`config.mk`:
```
export PLATFORM = sky130hd
export DESIGN_NAME = muldiv_unit_flat
export DESIGN_NICKNAME = d
export VERILOG_FILES = /design/src/rtl/muldiv_unit_if.sv /design/src/rtl/muldiv_unit.sv /design/src/flat_wrapper.sv
export SDC_FILE = /design/constraint.sdc
export NUM_CORES = 1
export LEC_CHECK = 0
export CORE_MARGIN = 2
export CORE_UTILIZATION = 27
export CTS_BUF_LIST = sky130_fd_sc_hd__clkbuf_16
export DETAILED_ROUTE_END_ITERATION = 7
export RECOVER_POWER = 100
export SLEW_MARGIN = 5
export SYNTH_ARGS = -nofsm -noshare
export SYNTH_HDL_FRONTEND = slang
export SYNTH_SLANG_ARGS = --single-unit
```
`constraint.sdc`:
```
create_clock -name clk -period 13.06 [get_ports clk]
set_input_delay 2.612 -clock clk [delete_from_list [all_inputs] [get_ports clk]]
set_output_delay 2.612 -clock clk [all_outputs]
set_load 0.02 [all_outputs]
```
`src/rtl/muldiv_unit_if.sv`:
```
// Request/response bundle between the EX stage and the iterative
// multiply/divide unit. The EX stage is the master, the unit is the slave.
interface muldiv_unit_if #(
   parameter int XLEN = 32,
   parameter int TAGW = 5
);
   logic            i_start;
   logic [2:0]      i_op;
   logic [XLEN-1:0] i_a;
   logic [XLEN-1:0] i_b;
   logic [TAGW-1:0] i_rd;
   logic            i_kill;
   logic            o_busy;
   logic            o_done;
   logic [XLEN-1:0] o_result;
   logic [TAGW-1:0] o_rd;

   modport master (
      output i_start, i_op, i_a, i_b, i_rd, i_kill,
      input  o_busy, o_done, o_result, o_rd
   );

   modport slave (
      input  i_start, i_op, i_a, i_b, i_rd, i_kill,
      output o_busy, o_done, o_result, o_rd
   );
endinterface

```
`src/rtl/muldiv_unit.sv`:
```
// Iterative RV32M multiply/divide unit: radix-2 shift-add multiplier and
// restoring divider on operand magnitudes, one bit per cycle, with a
// single-cycle path for divide-by-zero and signed-overflow cases.
module muldiv_unit #(
   parameter int XLEN = 32,
   parameter int TAGW = 5
) (
   input  logic        clk,
   input  logic        reset,
   muldiv_unit_if.slave bus
);
   localparam int CW = $clog2(XLEN);
   localparam logic [XLEN-1:0] MIN_NEG = {1'b1, {(XLEN-1){1'b0}}};

   typedef enum logic [1:0] {IDLE, RUN, DONE} state_t;

   state_t            state;
   logic [2:0]        op_q;
   logic [TAGW-1:0]   rd_q;
   logic              a_neg;
   logic              b_neg;
   logic [XLEN-1:0]   opnd;     // multiplicand (mul) or divisor (div) magnitude
   logic [2*XLEN-1:0] acc;      // {hi, lo}: product, or {remainder, quotient}
   logic [CW-1:0]     cnt;
   logic              busy_q;
   logic              done_q;
   logic [XLEN-1:0]   result_q;
   logic [TAGW-1:0]   rd_out_q;

   logic              is_div, a_signed, b_signed, in_a_neg, in_b_neg;
   logic [XLEN-1:0]   mag_a, mag_b, fast_res;
   logic              div_zero, div_ovf, accept;
   logic [XLEN:0]     mul_sum, div_hi, div_diff;
   logic [2*XLEN-1:0] mul_next, div_next, acc_next, prod;
   logic [XLEN-1:0]   quot, rem, final_res;

   // Decode signedness, magnitudes and fast-path cases of the incoming request
   always_comb begin
      // NOTE: every signal driven here gets a value on every path, so no latch is inferred.
      is_div   = bus.i_op[2];
      a_signed = is_div ? ~bus.i_op[0] : (bus.i_op[1:0] != 2'b11);
      b_signed = is_div ? ~bus.i_op[0] : ~bus.i_op[1];
      in_a_neg = a_signed & bus.i_a[XLEN-1];
      in_b_neg = b_signed & bus.i_b[XLEN-1];
      mag_a    = in_a_neg ? -bus.i_a : bus.i_a;
      mag_b    = in_b_neg ? -bus.i_b : bus.i_b;
      div_zero = is_div & (bus.i_b == '0);
      div_ovf  = is_div & ~bus.i_op[0] & (bus.i_a == MIN_NEG) & (bus.i_b == '1);
      if (div_zero) fast_res = bus.i_op[1] ? bus.i_a : '1;
      else          fast_res = bus.i_op[1] ? '0 : bus.i_a;
      accept   = bus.i_start & ~bus.i_kill & (state != RUN);
   end

   // One iteration of shift-add / restoring divide, plus sign fix-up of the final value
   always_comb begin
      mul_sum  = {1'b0, acc[2*XLEN-1:XLEN]} + {1'b0, (acc[0] ? opnd : '0)};
      mul_next = {mul_sum, acc[XLEN-1:1]};
      div_hi   = acc[2*XLEN-1:XLEN-1];
      div_diff = div_hi - {1'b0, opnd};
      if (div_diff[XLEN]) div_next = {div_hi[XLEN-1:0], acc[XLEN-2:0], 1'b0};
      else                div_next = {div_diff[XLEN-1:0], acc[XLEN-2:0], 1'b1};
      acc_next = op_q[2] ? div_next : mul_next;
      prod     = (a_neg ^ b_neg) ? -acc_next : acc_next;
      quot     = (a_neg ^ b_neg) ? -acc_next[XLEN-1:0] : acc_next[XLEN-1:0];
      rem      = a_neg ? -acc_next[2*XLEN-1:XLEN] : acc_next[2*XLEN-1:XLEN];
      case (op_q)
         3'b000:                 final_res = prod[XLEN-1:0];
         3'b001, 3'b010, 3'b011: final_res = prod[2*XLEN-1:XLEN];
         3'b100, 3'b101:         final_res = quot;
         default:                final_res = rem;
      endcase
   end

   // Control FSM with registered handshake and result outputs
   always_ff @(posedge clk) begin
      // NOTE: sequential state uses non-blocking assignments so every register samples pre-edge values.
      if (reset) begin
         state    <= IDLE;
         op_q     <= '0;
         rd_q     <= '0;
         a_neg    <= 1'b0;
         b_neg    <= 1'b0;
         opnd     <= '0;
         acc      <= '0;
         cnt      <= '0;
         busy_q   <= 1'b0;
         done_q   <= 1'b0;
         result_q <= '0;
         rd_out_q <= '0;
      end else if (bus.i_kill) begin
         state  <= IDLE;
         busy_q <= 1'b0;
         done_q <= 1'b0;
      end else begin
         case (state)
            RUN: begin
               acc <= acc_next;
               cnt <= cnt + CW'(1);
               if (cnt == CW'(XLEN-1)) begin
                  state    <= DONE;
                  busy_q   <= 1'b0;
                  done_q   <= 1'b1;
                  result_q <= final_res;
                  rd_out_q <= rd_q;
               end
            end
            default: begin
               state  <= IDLE;
               busy_q <= 1'b0;
               done_q <= 1'b0;
               if (accept) begin
                  op_q  <= bus.i_op;
                  rd_q  <= bus.i_rd;
                  a_neg <= in_a_neg;
                  b_neg <= in_b_neg;
                  cnt   <= '0;
                  if (div_zero || div_ovf) begin
                     state    <= DONE;
                     done_q   <= 1'b1;
                     result_q <= fast_res;
                     rd_out_q <= bus.i_rd;
                  end else begin
                     state  <= RUN;
                     busy_q <= 1'b1;
                     opnd   <= is_div ? mag_b : mag_a;
                     acc    <= {{XLEN{1'b0}}, (is_div ? mag_a : mag_b)};
                  end
               end
            end
         endcase
      end
   end

   assign bus.o_busy   = busy_q;
   assign bus.o_done   = done_q;
   assign bus.o_result = result_q;
   assign bus.o_rd     = rd_out_q;
endmodule
```
`src/flat_wrapper.sv`:
```
// flat-port wrapper written by rule: the top's interface ports become plain ports
module muldiv_unit_flat 
#(
   parameter int XLEN = 32,
   parameter int TAGW = 5
)
  (clk, reset, bus_i_start, bus_i_op, bus_i_a, bus_i_b, bus_i_rd, bus_i_kill, bus_o_busy, bus_o_done, bus_o_result, bus_o_rd);
  muldiv_unit_if #(.XLEN(XLEN), .TAGW(TAGW)) bus_i ();
  input  logic clk;
  input  logic reset;
  input wire logic [$bits(bus_i.i_start)-1:0] bus_i_start;
  input wire logic [$bits(bus_i.i_op)-1:0] bus_i_op;
  input wire logic [$bits(bus_i.i_a)-1:0] bus_i_a;
  input wire logic [$bits(bus_i.i_b)-1:0] bus_i_b;
  input wire logic [$bits(bus_i.i_rd)-1:0] bus_i_rd;
  input wire logic [$bits(bus_i.i_kill)-1:0] bus_i_kill;
  output wire logic [$bits(bus_i.o_busy)-1:0] bus_o_busy;
  output wire logic [$bits(bus_i.o_done)-1:0] bus_o_done;
  output wire logic [$bits(bus_i.o_result)-1:0] bus_o_result;
  output wire logic [$bits(bus_i.o_rd)-1:0] bus_o_rd;
  assign bus_i.i_start = bus_i_start;
  assign bus_i.i_op = bus_i_op;
  assign bus_i.i_a = bus_i_a;
  assign bus_i.i_b = bus_i_b;
  assign bus_i.i_rd = bus_i_rd;
  assign bus_i.i_kill = bus_i_kill;
  assign bus_o_busy = bus_i.o_busy;
  assign bus_o_done = bus_i.o_done;
  assign bus_o_result = bus_i.o_result;
  assign bus_o_rd = bus_i.o_rd;
  muldiv_unit #(.XLEN(XLEN), .TAGW(TAGW)) u_core (.clk(clk), .reset(reset), .bus(bus_i));
endmodule
```
==> flow_metrics.env <==
export IMPL_path_cells="dlygate4sd3_1, nor2_1, nand2_1, o21ai_0, clkbuf_1, nor2_1, nand2_1, o21ai_0, a211o_1"
export IMPL_finalCriticalPeriod_ps=8310
export IMPL_clock_latency_ps=460
export IMPL_syn_to_final_growth_pct=14.1
export IMPL_dpl_cell_count=3214
export IMPL_status="finished with violations"
export IMPL_cts_sinks=150
export IMPL_syn_area_mm2=0.0167
export IMPL_wirelength_um=72700
export IMPL_detail_route_antenna_nets=0
export IMPL_viasPerCell=5.87
export IMPL_crit_fanout=36
export IMPL_gp_congestion=1.00
export IMPL_power_leakage_nw=7.07
export IMPL_max_cap_violations=6
export IMPL_synth_distinct_cells=91
export IMPL_hold_viol=0
export IMPL_ys_seq_elements=150
export IMPL_syn_avg_cell_area_um2=6.88
export IMPL_seq_area_frac_synth_pct=17.9
export IMPL_antenna_found_initial=3
export IMPL_worstSetupEndpointType="flop"
export IMPL_fin_cells=3246
export IMPL_power_density_mw_per_mm2=82.2
export IMPL_skew_ps=15.8
export IMPL_portBuffers=114
export IMPL_design_area_mm2=0.0191
export IMPL_grt_pass1_vias=16800
export IMPL_final_max_slew_viol_count=220
export IMPL_cts_hold_buf=0
export IMPL_max_clock_freq_ghz=0.120
export IMPL_worstPathRequired_ps=13400
export IMPL_drive_gt1_share_pct=4.44
export IMPL_rows=91
export IMPL_critPathLaunchType="input pin"
export IMPL_syn_nets=2583
export IMPL_post_cts_buffers=0
export IMPL_critical_path_arrival_ps=8650
export IMPL_dp_hpwl_um=56200
export IMPL_post_route_util_pct=31.1
export IMPL_slew_headroom_pct=-87.5
export IMPL_synth_enable_flop_cells=0
export IMPL_vias=19000
export IMPL_grt_use_total_pct=21.8
export IMPL_cpPeakStageDelay_ps=2000
export IMPL_hold_depth=2
export IMPL_core_mm2=0.0615
export IMPL_tns_ps=0
export IMPL_remaining_drc_errors=0
export IMPL_num_antenna_cells=0
export IMPL_clock_tree_root_cell="clkbuf_16"
export IMPL_clkTransAtPathRegs_ps=70
export IMPL_fin_crit_sh_pct=63.6
export IMPL_placed_area_mm2=0.0186
export IMPL_rsz0062_at_grt="false"
export IMPL_cts_resized=0
export IMPL_fin_total_pwr_w=0.00157
export IMPL_rr_endpoint="u_core.bus.o_result[31]"
export IMPL_drt_iter0_markers=2431
export IMPL_cts_made_buffers=17
export IMPL_die_area_mm2=0.0640
export IMPL_hold_path_class="flop to flop"
export IMPL_violations="max-capacitance violations, max-slew violations"
export IMPL_cp_slowest_cell="nor2_1"
export IMPL_wl_per_cell_um=22.4
export IMPL_regToRegSetupSlack_ps=5800
export IMPL_async_reset_ff_share_pct=0
export IMPL_first_pass_iters=8
export IMPL_grt_pass1_wl_um=107000
export IMPL_timing_rr_start="u_core.opnd[20]"
export IMPL_syn_inst=2434
export IMPL_io_pins=115
export IMPL_crit_start="bus_i_kill"
export IMPL_synth_flop_cell="dfxtp_1"
export IMPL_hold_end="u_core.bus.o_result[3]"
export IMPL_worstSetupPathType="input pin to flop"
export IMPL_cts_buffer_depth=2
export IMPL_grt_overflow_total=0
export IMPL_hold_start="u_core.bus.o_result[3]"
export IMPL_die_h_um=253
export IMPL_worstRegToRegCells=15
export IMPL_ir_worst_vdd_mv=0.0916
export IMPL_yosysWarningCount=0
export IMPL_die_w_um=253
export IMPL_htree_levels=4
export IMPL_layout_nets=2592
export IMPL_grt_max_degree=78
export IMPL_setup_viol=0
export IMPL_tritoncts="built"
export IMPL_start_util_pct=27.2
export IMPL_tightest_slew_ps=2810
[critical path, delay by kind of cell]
kind	cells	cell delay, ps
AO/OA/AOI/OAI	3	630
buffers and inverters	2	1970
AND/OR/NAND/NOR	4	3430
[logic make-up after synthesis]
family | Yosys count | share of synthesized area (%)
xor+xnor | 165 | 8.63
simple gates | 900 | 25.3
fa+ha+maj | 96 | 6.92
mux | 77 | 4.66
buf+inv | 240 | 5.58
compound gates | 806 | 31.0
flops | 150 | 17.9
[cells in the mapped netlist, types with 48 or more instances]
master / count / area share (%)
a21oi_1: 217 / 6.5
nand2_1: 235 / 5.3
a31oi_1: 48 / 1.8
mux2i_1: 69 / 4.1
o211ai_1: 56 / 2.5
xor2_1: 71 / 3.7
clkbuf_1: 128 / 2.9
a211oi_1: 57 / 2.6
nor3_1: 77 / 2.3
xnor2_1: 94 / 4.9
ha_1: 71 / 5.3
inv_1: 75 / 1.7
nor2_1: 312 / 7.0
o21ai_0: 173 / 5.2
dfxtp_1: 150 / 18
[metal layers]
layer / GRT usage [%] / routed length (um)
met2: 33.2 / 31600
met4: 7.51 / 2540
met5: 0 / 27
met1: 30.2 / 31600
met3: 4.76 / 6960
[cells in the final DEF, fill, tap and decap left out, types with 28 or more instances in the layout]
master           instances
nor2_1                 311
nand2_1                235
a21oi_1                217
o21ai_0                175
dfxtp_1                149
xnor2_1                 93
nor3_1                  77
inv_1                   76
ha_1                    71
clkdlybuf4s50_1         71
xor2_1                  70
mux2i_1                 69
a211oi_1                58
o211ai_1                56
a31oi_1                 48
and2_1                  45
nand3_1                 42
dlygate4sd3_1           41
nand4_1                 40
a22oi_1                 35
buf_4                   33
nor4_1                  28
a21o_1                  28
[flip-flops by register name, indices dropped and copies added, names as in the netlist]
name	flops
u_core.acc	64
u_core.bus.o_result	32
u_core.opnd	32
u_core.bus.o_rd	5
u_core.cnt	5
u_core.rd_q	5
u_core.op_q	3
u_core.state	2
u_core.a_neg	1
u_core.b_neg	1
[how the worst max path moves through the flow]
stage / end / slack (ps)
finish: u_core.bus.o_result[26] / 4750
CTS: u_core.bus.o_result[9] / 6580
floorplan: u_core.bus.o_result[9] / 7210
global route: u_core.bus.o_result[26] / 4620
global placement: u_core.bus.o_result[26] / 6260
detailed placement: u_core.bus.o_result[26] / 6160
[cell type report]
type	instances	area, um2
inverter	78	293
multi-input combinational	2044	12800
tap	790	988
clock buffer	17	425
timing repair buffer	152	1400
fill	6762	42400
sequential	150	3010
clock inverter	15	166
[power by group]
group | internal [W] | total, W | switching [W] | leakage, nW
clock | 0.000287 | 0.000525 | 0.000238 | 0.288
sequential | 0.000473 | 0.000496 | 0.0000230 | 1.22
combinational | 0.000186 | 0.000550 | 0.000364 | 5.56
total | 0.000946 | 0.00157 | 0.000625 | 7.07
[per-stage QoR]
| stage | hold slack [ps] | setup WS, ps |
|---|---|---|
| after floorplan | 437 | 7210 |
| after CTS | 455 | 6580 |
| after detailed placement | 447 | 6160 |
| after global placement | 444 | 6260 |
| after global routing | 473 | 4620 |
| final | 449 | 4750 |
Note: power is estimated with default switching activity, not from simulation.
